--- src/rtl/dmi_pkg.sv ---
// Shared DMI types: op/resp encodings, DTM FSM states, bus payload structs,
// default widths and small decode helpers.
package dmi_pkg;

    localparam int unsigned ABITS_DEF = 7;
    localparam int unsigned DBITS_DEF = 32;
    localparam int unsigned OP_W      = 2;

    typedef enum logic [1:0] {
        DMI_NOP   = 2'd0,
        DMI_READ  = 2'd1,
        DMI_WRITE = 2'd2,
        DMI_RSVD  = 2'd3
    } dmi_op_e;

    typedef enum logic [1:0] {
        DMI_OK   = 2'd0,
        DMI_FAIL = 2'd2,
        DMI_BUSY = 2'd3
    } dmi_resp_e;

    typedef enum logic [1:0] {
        ST_IDLE = 2'd0,
        ST_REQ  = 2'd1,
        ST_RSP  = 2'd2
    } dtm_state_e;

    typedef struct packed {
        logic [ABITS_DEF-1:0] addr;
        logic [DBITS_DEF-1:0] data;
        dmi_op_e              op;
    } dmi_req_t;

    typedef struct packed {
        logic [DBITS_DEF-1:0] data;
        dmi_resp_e            resp;
    } dmi_rsp_t;

    // Response code as stored in sticky status: the undefined code 1 reads back as failed.
    function automatic logic [1:0] resp_to_sticky(input logic [1:0] resp);
        return (resp == 2'd1) ? 2'(DMI_FAIL) : resp;
    endfunction

    // Only read and write produce a DMI request; nop and reserved do nothing.
    function automatic logic is_access_op(input logic [1:0] op);
        return (op == 2'(DMI_READ)) || (op == 2'(DMI_WRITE));
    endfunction

endpackage

--- src/rtl/dtm_dmi_access_ctrl_if.sv ---
// DMI request/response channel between the DTM controller (master) and the
// DMI access chain (slave). Both channels use valid/ready.
//   req_valid/req_ready, req_addr, req_data, req_op : request channel
//   rsp_valid/rsp_ready, rsp_data, rsp_resp         : response channel
interface dtm_dmi_access_ctrl_if #(
    parameter int unsigned ABITS = 7,
    parameter int unsigned DBITS = 32
) ();
    logic             req_valid;
    logic             req_ready;
    logic [ABITS-1:0] req_addr;
    logic [DBITS-1:0] req_data;
    logic [1:0]       req_op;
    logic             rsp_valid;
    logic             rsp_ready;
    logic [DBITS-1:0] rsp_data;
    logic [1:0]       rsp_resp;

    modport master (
        output req_valid, req_addr, req_data, req_op, rsp_ready,
        input  req_ready, rsp_valid, rsp_data, rsp_resp
    );

    modport slave (
        input  req_valid, req_addr, req_data, req_op, rsp_ready,
        output req_ready, rsp_valid, rsp_data, rsp_resp
    );
endinterface

--- src/rtl/dtm_dmi_access_ctrl_sticky.sv ---
// Sticky DMI status and Capture-DR op generation.
//   i_busy          : controller is in REQ or RSP
//   i_upd_valid     : Update-DR pulse (busy violation when i_busy)
//   i_cap_valid     : Capture-DR pulse (busy violation when i_busy)
//   i_dmireset      : clear sticky
//   i_dmihardreset  : clear sticky
//   i_rsp_fire      : accepted, non-discarded DMI response
//   i_rsp_resp      : response code of that response
//   o_cap_op        : status presented on Capture-DR
module dmi_sticky_status
    import dmi_pkg::*;
(
    input  logic       clock,
    input  logic       reset,
    input  logic       i_busy,
    input  logic       i_upd_valid,
    input  logic       i_cap_valid,
    input  logic       i_dmireset,
    input  logic       i_dmihardreset,
    input  logic       i_rsp_fire,
    input  logic [1:0] i_rsp_resp,
    output logic [1:0] o_cap_op
);
    logic [1:0] r_sticky;
    logic       w_busy_evt;
    logic       w_clear;

    assign w_busy_evt = i_busy & (i_upd_valid | i_cap_valid);
    assign w_clear    = i_dmireset | i_dmihardreset;

    // A busy violation beats a same-cycle clear; a response only records into a clean status.
    always_ff @(posedge clock) begin
        if (reset) begin
            r_sticky <= 2'(DMI_OK);
        end else if (w_busy_evt && ((r_sticky == 2'(DMI_OK)) || w_clear)) begin
            r_sticky <= 2'(DMI_BUSY);
        end else if (w_clear) begin
            r_sticky <= 2'(DMI_OK);
        end else if (i_rsp_fire && (r_sticky == 2'(DMI_OK)) && (i_rsp_resp != 2'(DMI_OK))) begin
            r_sticky <= resp_to_sticky(i_rsp_resp);
        end
    end

    // Reading while an access is in flight reports busy even before it goes sticky.
    assign o_cap_op = (r_sticky != 2'(DMI_OK)) ? r_sticky
                    : (i_busy ? 2'(DMI_BUSY) : 2'(DMI_OK));
endmodule

--- src/rtl/dtm_dmi_access_ctrl.sv ---
// JTAG DTM controller for the DMI access register: issues one DMI request per
// accepted Update-DR and collects the response for the next Capture-DR.
//   clock, reset             : clock and synchronous active-high reset
//   upd_valid/addr/data/op   : Update-DR of the DMI register
//   cap_valid                : Capture-DR of the DMI register
//   cap_addr/data/op         : value presented on Capture-DR
//   dmireset, dmihardreset   : dtmcs reset pulses
//   busy                     : an access is in flight
//   dmi                      : DMI request/response channel (master side)
module dtm_dmi_access_ctrl
    import dmi_pkg::*;
#(
    parameter int unsigned ABITS = ABITS_DEF,
    parameter int unsigned DBITS = DBITS_DEF,
    parameter int unsigned OP_W  = 2
) (
    input  logic                   clock,
    input  logic                   reset,
    input  logic                   upd_valid,
    input  logic [ABITS-1:0]       upd_addr,
    input  logic [DBITS-1:0]       upd_data,
    input  logic [OP_W-1:0]        upd_op,
    input  logic                   cap_valid,
    output logic [ABITS-1:0]       cap_addr,
    output logic [DBITS-1:0]       cap_data,
    output logic [OP_W-1:0]        cap_op,
    input  logic                   dmireset,
    input  logic                   dmihardreset,
    output logic                   busy,
    dtm_dmi_access_ctrl_if.master  dmi
);
    dtm_state_e       r_state;
    logic             r_abort;
    logic             r_req_valid;
    logic             r_rsp_ready;
    logic [ABITS-1:0] r_req_addr;
    logic [DBITS-1:0] r_req_data;
    logic [1:0]       r_req_op;
    logic [ABITS-1:0] r_cap_addr;
    logic [DBITS-1:0] r_cap_data;
    logic [1:0]       w_cap_op;
    logic             w_busy;
    logic             w_rsp_hs;
    logic             w_discard;
    logic             w_accept;

    assign w_busy    = (r_state != ST_IDLE);
    assign w_rsp_hs  = (r_state == ST_RSP) & dmi.rsp_valid & r_rsp_ready;
    // A hardreset landing on the response cycle itself also abandons that response.
    assign w_discard = r_abort | dmihardreset;
    assign w_accept  = upd_valid & (w_cap_op == 2'(DMI_OK)) & is_access_op(2'(upd_op));

    // Request/response sequencing; all channel outputs are registered.
    always_ff @(posedge clock) begin
        if (reset) begin
            r_state     <= ST_IDLE;
            r_abort     <= 1'b0;
            r_req_valid <= 1'b0;
            r_rsp_ready <= 1'b0;
            r_req_addr  <= '0;
            r_req_data  <= '0;
            r_req_op    <= 2'(DMI_NOP);
            r_cap_addr  <= '0;
            r_cap_data  <= '0;
        end else begin
            case (r_state)
                ST_IDLE: begin
                    // In IDLE cap_op equals the sticky value, so it gates acceptance.
                    if (w_accept) begin
                        r_req_addr  <= upd_addr;
                        r_req_data  <= upd_data;
                        r_req_op    <= 2'(upd_op);
                        r_cap_addr  <= upd_addr;
                        r_req_valid <= 1'b1;
                        r_state     <= ST_REQ;
                    end
                end
                ST_REQ: begin
                    if (dmihardreset) begin
                        r_abort <= 1'b1;
                    end
                    if (r_req_valid && dmi.req_ready) begin
                        r_req_valid <= 1'b0;
                        r_rsp_ready <= 1'b1;
                        r_state     <= ST_RSP;
                    end
                end
                ST_RSP: begin
                    if (w_rsp_hs) begin
                        r_rsp_ready <= 1'b0;
                        r_abort     <= 1'b0;
                        r_state     <= ST_IDLE;
                        if (!w_discard) begin
                            r_cap_data <= dmi.rsp_data;
                        end
                    end else if (dmihardreset) begin
                        r_abort <= 1'b1;
                    end
                end
                default: begin
                    r_state <= ST_IDLE;
                end
            endcase
        end
    end

    dmi_sticky_status u_sticky (
        .clock          (clock),
        .reset          (reset),
        .i_busy         (w_busy),
        .i_upd_valid    (upd_valid),
        .i_cap_valid    (cap_valid),
        .i_dmireset     (dmireset),
        .i_dmihardreset (dmihardreset),
        .i_rsp_fire     (w_rsp_hs & ~w_discard),
        .i_rsp_resp     (dmi.rsp_resp),
        .o_cap_op       (w_cap_op)
    );

    assign dmi.req_valid = r_req_valid;
    assign dmi.req_addr  = r_req_addr;
    assign dmi.req_data  = r_req_data;
    assign dmi.req_op    = r_req_op;
    assign dmi.rsp_ready = r_rsp_ready;
    assign cap_addr      = r_cap_addr;
    assign cap_data      = r_cap_data;
    assign cap_op        = OP_W'(w_cap_op);
    assign busy          = w_busy;
endmodule
--- src/flat_wrapper.sv ---
// flat-port wrapper written by rule: the top's interface ports become plain ports
module dtm_dmi_access_ctrl_flat import dmi_pkg::*;
#(
    parameter int unsigned ABITS = ABITS_DEF,
    parameter int unsigned DBITS = DBITS_DEF,
    parameter int unsigned OP_W  = 2
)
  (clock, reset, upd_valid, upd_addr, upd_data, upd_op, cap_valid, cap_addr, cap_data, cap_op, dmireset, dmihardreset, busy, dmi_req_valid, dmi_req_addr, dmi_req_data, dmi_req_op, dmi_rsp_ready, dmi_req_ready, dmi_rsp_valid, dmi_rsp_data, dmi_rsp_resp);
  dtm_dmi_access_ctrl_if #(.ABITS(ABITS), .DBITS(DBITS)) dmi_i ();
  input  logic clock;
  input  logic reset;
  input  logic upd_valid;
  input  logic [ABITS-1:0] upd_addr;
  input  logic [DBITS-1:0] upd_data;
  input  logic [OP_W-1:0] upd_op;
  input  logic cap_valid;
  output logic [ABITS-1:0] cap_addr;
  output logic [DBITS-1:0] cap_data;
  output logic [OP_W-1:0] cap_op;
  input  logic dmireset;
  input  logic dmihardreset;
  output logic busy;
  output wire logic [$bits(dmi_i.req_valid)-1:0] dmi_req_valid;
  output wire logic [$bits(dmi_i.req_addr)-1:0] dmi_req_addr;
  output wire logic [$bits(dmi_i.req_data)-1:0] dmi_req_data;
  output wire logic [$bits(dmi_i.req_op)-1:0] dmi_req_op;
  output wire logic [$bits(dmi_i.rsp_ready)-1:0] dmi_rsp_ready;
  input wire logic [$bits(dmi_i.req_ready)-1:0] dmi_req_ready;
  input wire logic [$bits(dmi_i.rsp_valid)-1:0] dmi_rsp_valid;
  input wire logic [$bits(dmi_i.rsp_data)-1:0] dmi_rsp_data;
  input wire logic [$bits(dmi_i.rsp_resp)-1:0] dmi_rsp_resp;
  assign dmi_req_valid = dmi_i.req_valid;
  assign dmi_req_addr = dmi_i.req_addr;
  assign dmi_req_data = dmi_i.req_data;
  assign dmi_req_op = dmi_i.req_op;
  assign dmi_rsp_ready = dmi_i.rsp_ready;
  assign dmi_i.req_ready = dmi_req_ready;
  assign dmi_i.rsp_valid = dmi_rsp_valid;
  assign dmi_i.rsp_data = dmi_rsp_data;
  assign dmi_i.rsp_resp = dmi_rsp_resp;
  dtm_dmi_access_ctrl #(.ABITS(ABITS), .DBITS(DBITS), .OP_W(OP_W)) u_core (.clock(clock), .reset(reset), .upd_valid(upd_valid), .upd_addr(upd_addr), .upd_data(upd_data), .upd_op(upd_op), .cap_valid(cap_valid), .cap_addr(cap_addr), .cap_data(cap_data), .cap_op(cap_op), .dmireset(dmireset), .dmihardreset(dmihardreset), .busy(busy), .dmi(dmi_i));
endmodule
--- config.mk ---
export PLATFORM = sky130hd
export DESIGN_NAME = dtm_dmi_access_ctrl_flat
export DESIGN_NICKNAME = d
export VERILOG_FILES = /design/src/rtl/dmi_pkg.sv /design/src/rtl/dtm_dmi_access_ctrl_if.sv /design/src/rtl/dtm_dmi_access_ctrl_sticky.sv /design/src/rtl/dtm_dmi_access_ctrl.sv /design/src/flat_wrapper.sv
export SDC_FILE = /design/constraint.sdc
export NUM_CORES = 1
export LEC_CHECK = 0
export ABC_CLOCK_PERIOD_IN_PS = 4750
export CAP_MARGIN = 30
export CORE_MARGIN = 2
export CORE_UTILIZATION = 35
export DETAILED_ROUTE_END_ITERATION = 12
export GPL_TIMING_DRIVEN = 0
export PLACE_DENSITY = 0.72
export RECOVER_POWER = 50
export SLEW_MARGIN = 10
export SYNTH_ARGS = -nofsm -noshare
export SYNTH_HDL_FRONTEND = slang
export SYNTH_SLANG_ARGS = --single-unit
--- constraint.sdc ---
create_clock -name clock -period 4.75 [get_ports clock]
set_input_delay 0.95 -clock clock [delete_from_list [all_inputs] [get_ports clock]]
set_output_delay 0.95 -clock clock [all_outputs]
set_load 0.01 [all_outputs]
==> run summary, run 1 <==
Total setup buffers inserted after CTS: 0
Slew Limit Fails: 0
Average cell area after synthesis: 7.90 µm²
Final Cycle Share: 63.2%
Share of layout cells above drive strength 1: 5.51%
Pwr/cell area: 359 nW/µm²
GRT overflow: 0
Post-synthesis sequential area ratio: 53.1%
Top cell type's share of synthesized area: 53.1%
Fill cells: 777
H-tree Lvls: 3
DR iter-0 viols: 115
Worst hold path startpoint: u_core.cap_data[8]
Post-Syn Area: 3020 µm²
Fmax: 333 MHz
Cts repair resizes: 0
Clock-pin slew on the worst setup and hold paths: 0.08 ns
First-pass GRT wire length: 14,600 µm
Overall Global Routing Usage: 19.1%
Die area: 9380 µm²
Hold path depth: 2
Fraction of registers with async set/reset: 0%
Critical Path RT: 3.80 ns
Maximum vdd ir drop: 166 µV
IO buf count: 166
WL per Instance: 13.3 µm
FF-to-FF End: u_core.cap_data[25]
Total Routed Length: 8890 µm
Core Region: 8300 µm²
Mapped Nets: 470
Critical path arrival: 2.05 ns
Critical setup path kind: reg2out
CTS tree: built
Residual DRC: 0
Die Height: 96.8 µm
CTS Buffer Depth: 2
Final setup vio count: 0
Num CTS Buffers: 9
Final hold violations: 0
Top-count cell post-synth: nand2_1
DP HPWL: 6860 µm
Largest net degree at the start of global routing: 13
Vias: 3,094
Worst min path class: reg2reg
Clock Latency Late Sink: 0.33 ns
Reg2Reg Depth: 7
Synth cell types: 27
ANT cells: 0
EDFF count, synth: 0
LEAKAGE: 2.03 nW
Clk sinks: 80
Post-synthesis register bit count: 80
Clk root buf: clkbuf_8
Hold Path Sink: u_core.cap_data[8]
CTS Hold Buffers Added: 0
RSZ-0062 raised after global routing: false
Placer Congestion: 0.774
Synth area leader: dfxtp_1
Critical path endpoint category: output port
FP Rows: 33
Slew headroom: 52.7%
Reg-to-Reg Start: u_core.r_state[0]
Initial Util: 36.3%
Crit path max fanout: 8
Max cap viols: 0
Skew final: 0.00752 ns
Ys Warns: 0
DRT Pass-1 Iters: 4
Area Overhead vs Synth: 66.6%
I/O pin count: 168
DR vias/cell: 4.63
Die Width: 96.8 µm
Number of global-route vias before repair: 3,106
Min Tclk post-route: 3.00 ns
Status: complete, no violations
R2r setup slk: 2.61 ns
Synth top area cells: dfxtp_1 (53%), nand2_1 (18%), a21oi_1 (12%)
Worst setup SP type: register
Setup TNS Final: 0 ns
Nets: 647
Final core utilization: 60.5%
Slew @ Worst Pin: 0.704 ns
Main synth FF type: dfxtp_1
Antenna violations before repair: 0
Mapped Cells: 382
Commonest cells in the netlist: nand2_1 (148), dfxtp_1 (80), a21oi_1 (75)
Antenna Nets Post-Route: 0
critical path: stages, from the launching register on:
cell	delay, ns
dfxtp_1	0.38
inv_1	0.10
ha_1	0.20
buf_2	0.17
o21ai_0	0.28
clkdlybuf4s50_1	0.60
per-layer routing:
layer | global-route usage (%) | vias up | part of all wire (%) | wire [µm]
met4 | 6.61 | 0 | 1.5 | 129
li1 | - | 1587 | - | -
met3 | 7.80 | 11 | 10 | 906
met2 | 32.9 | 122 | 48 | 4240
met5 | 0 | - | 0 | 0
met1 | 21.4 | 1374 | 41 | 3620
where the power goes:
part / switching (W) / total [W] / internal [W]
combinational: 0.000232 / 0.000486 / 0.000254
sequential: 0.0000372 / 0.000769 / 0.000732
clock: 0.000228 / 0.000549 / 0.000322
total: 0.000497 / 0.00180 / 0.00131
cell type report:
type	instances	area [µm²]	share of cell area, %
Buffer	33	161	3.21
Clock buffer	12	155	3.09
Clock inverter	3	65.1	1.29
Inverter	7	26.3	0.523
Multi-Input combinational cell	262	1220	24.3
Sequential cell	80	1600	31.9
Tap cell	105	131	2.61
Timing Repair Buffer	166	1660	33.1
sequential cells by signal (all words and copies together) (netlist names):
register,count
u_core.cap_data,32
u_core.dmi.req_op,2
u_core.dmi.rsp_ready,1
u_core.dmi.req_addr,7
u_core.dmi.req_valid,1
u_core.r_abort,1
u_core.dmi.req_data,32
u_core.r_state,2
u_core.u_sticky.r_sticky,2
how the worst max path moves through the flow:
stage,start,end,slack [ns]
3_5_place_dp,upd_op[0],u_core.r_state[0],1.91
6_report,u_core.r_state[0],cap_op[1],1.75
4_1_cts,u_core.r_state[0],cap_op[1],1.75
2_1_floorplan,upd_op[1],u_core.r_state[0],2.69
3_3_place_gp,upd_op[0],u_core.r_state[0],1.91
5_1_grt,u_core.r_state[1],cap_op[1],1.70
cells in the final DEF, fill, tap and decap left out, types with 2 or more instances in the layout:
cell and instances:
nand2_1 148, clkdlybuf4s50_1 89, dfxtp_1 80, dlygate4sd3_1 77
a21oi_1 75, clkbuf_1 18, clkbuf_8 11, buf_2 9
inv_1 7, buf_4 7, nor2_1 5, ha_1 5
nand2b_1 4, mux2i_1 3, a31oi_1 3, o21ai_0 2
o21bai_1 2, a211oi_1 2, o21ai_1 2, bufinv_16 2
through the flow:
step	power [W]	instance area, µm²	std cells	setup WS, ns	hold slack [ns]
detailed placement	0.00130	4810	653	1.91	0.448
global placement	0.00128	4810	653	1.91	0.441
global route	0.00190	5020	668	1.70	0.471
floorplan	0.00102	3020	382	2.69	0.466
CTS	0.00185	5030	668	1.75	0.457
finish	0.00180	5020	668	1.75	0.453
cells by family after synthesis:
logic type	synth area share [%]
AO/OA/AOI/OAI	15.6
XOR/XNOR	0.290
adder cells (fa/ha/maj)	2.07
buffers and inverters	6.22
flip-flops	53.1
multiplexers	0.995
AND/OR/NAND/NOR	21.7
(Power assumes the default switching activity.)
==> inputs of run 2 (changes only) <==
Settings changed: ABC_CLOCK_PERIOD_IN_PS 4750 to 3100.
Clock period 4.75 ns to 3.1 ns, I/O delays scaled along.
==> results of run 2 <==
Same layout as run 1 (identical final DEF). Status: complete, no violations.
Main changes from that run: setup slack after placement 1.91 ns -> 0.591 ns; setup slack after layout 1.75 ns -> 0.426 ns; register-to-register setup slack 2.61 ns -> 0.96 ns; total power 0.00180 W -> 0.00276 W; worst IR drop on VDD 166 µV -> 255 µV
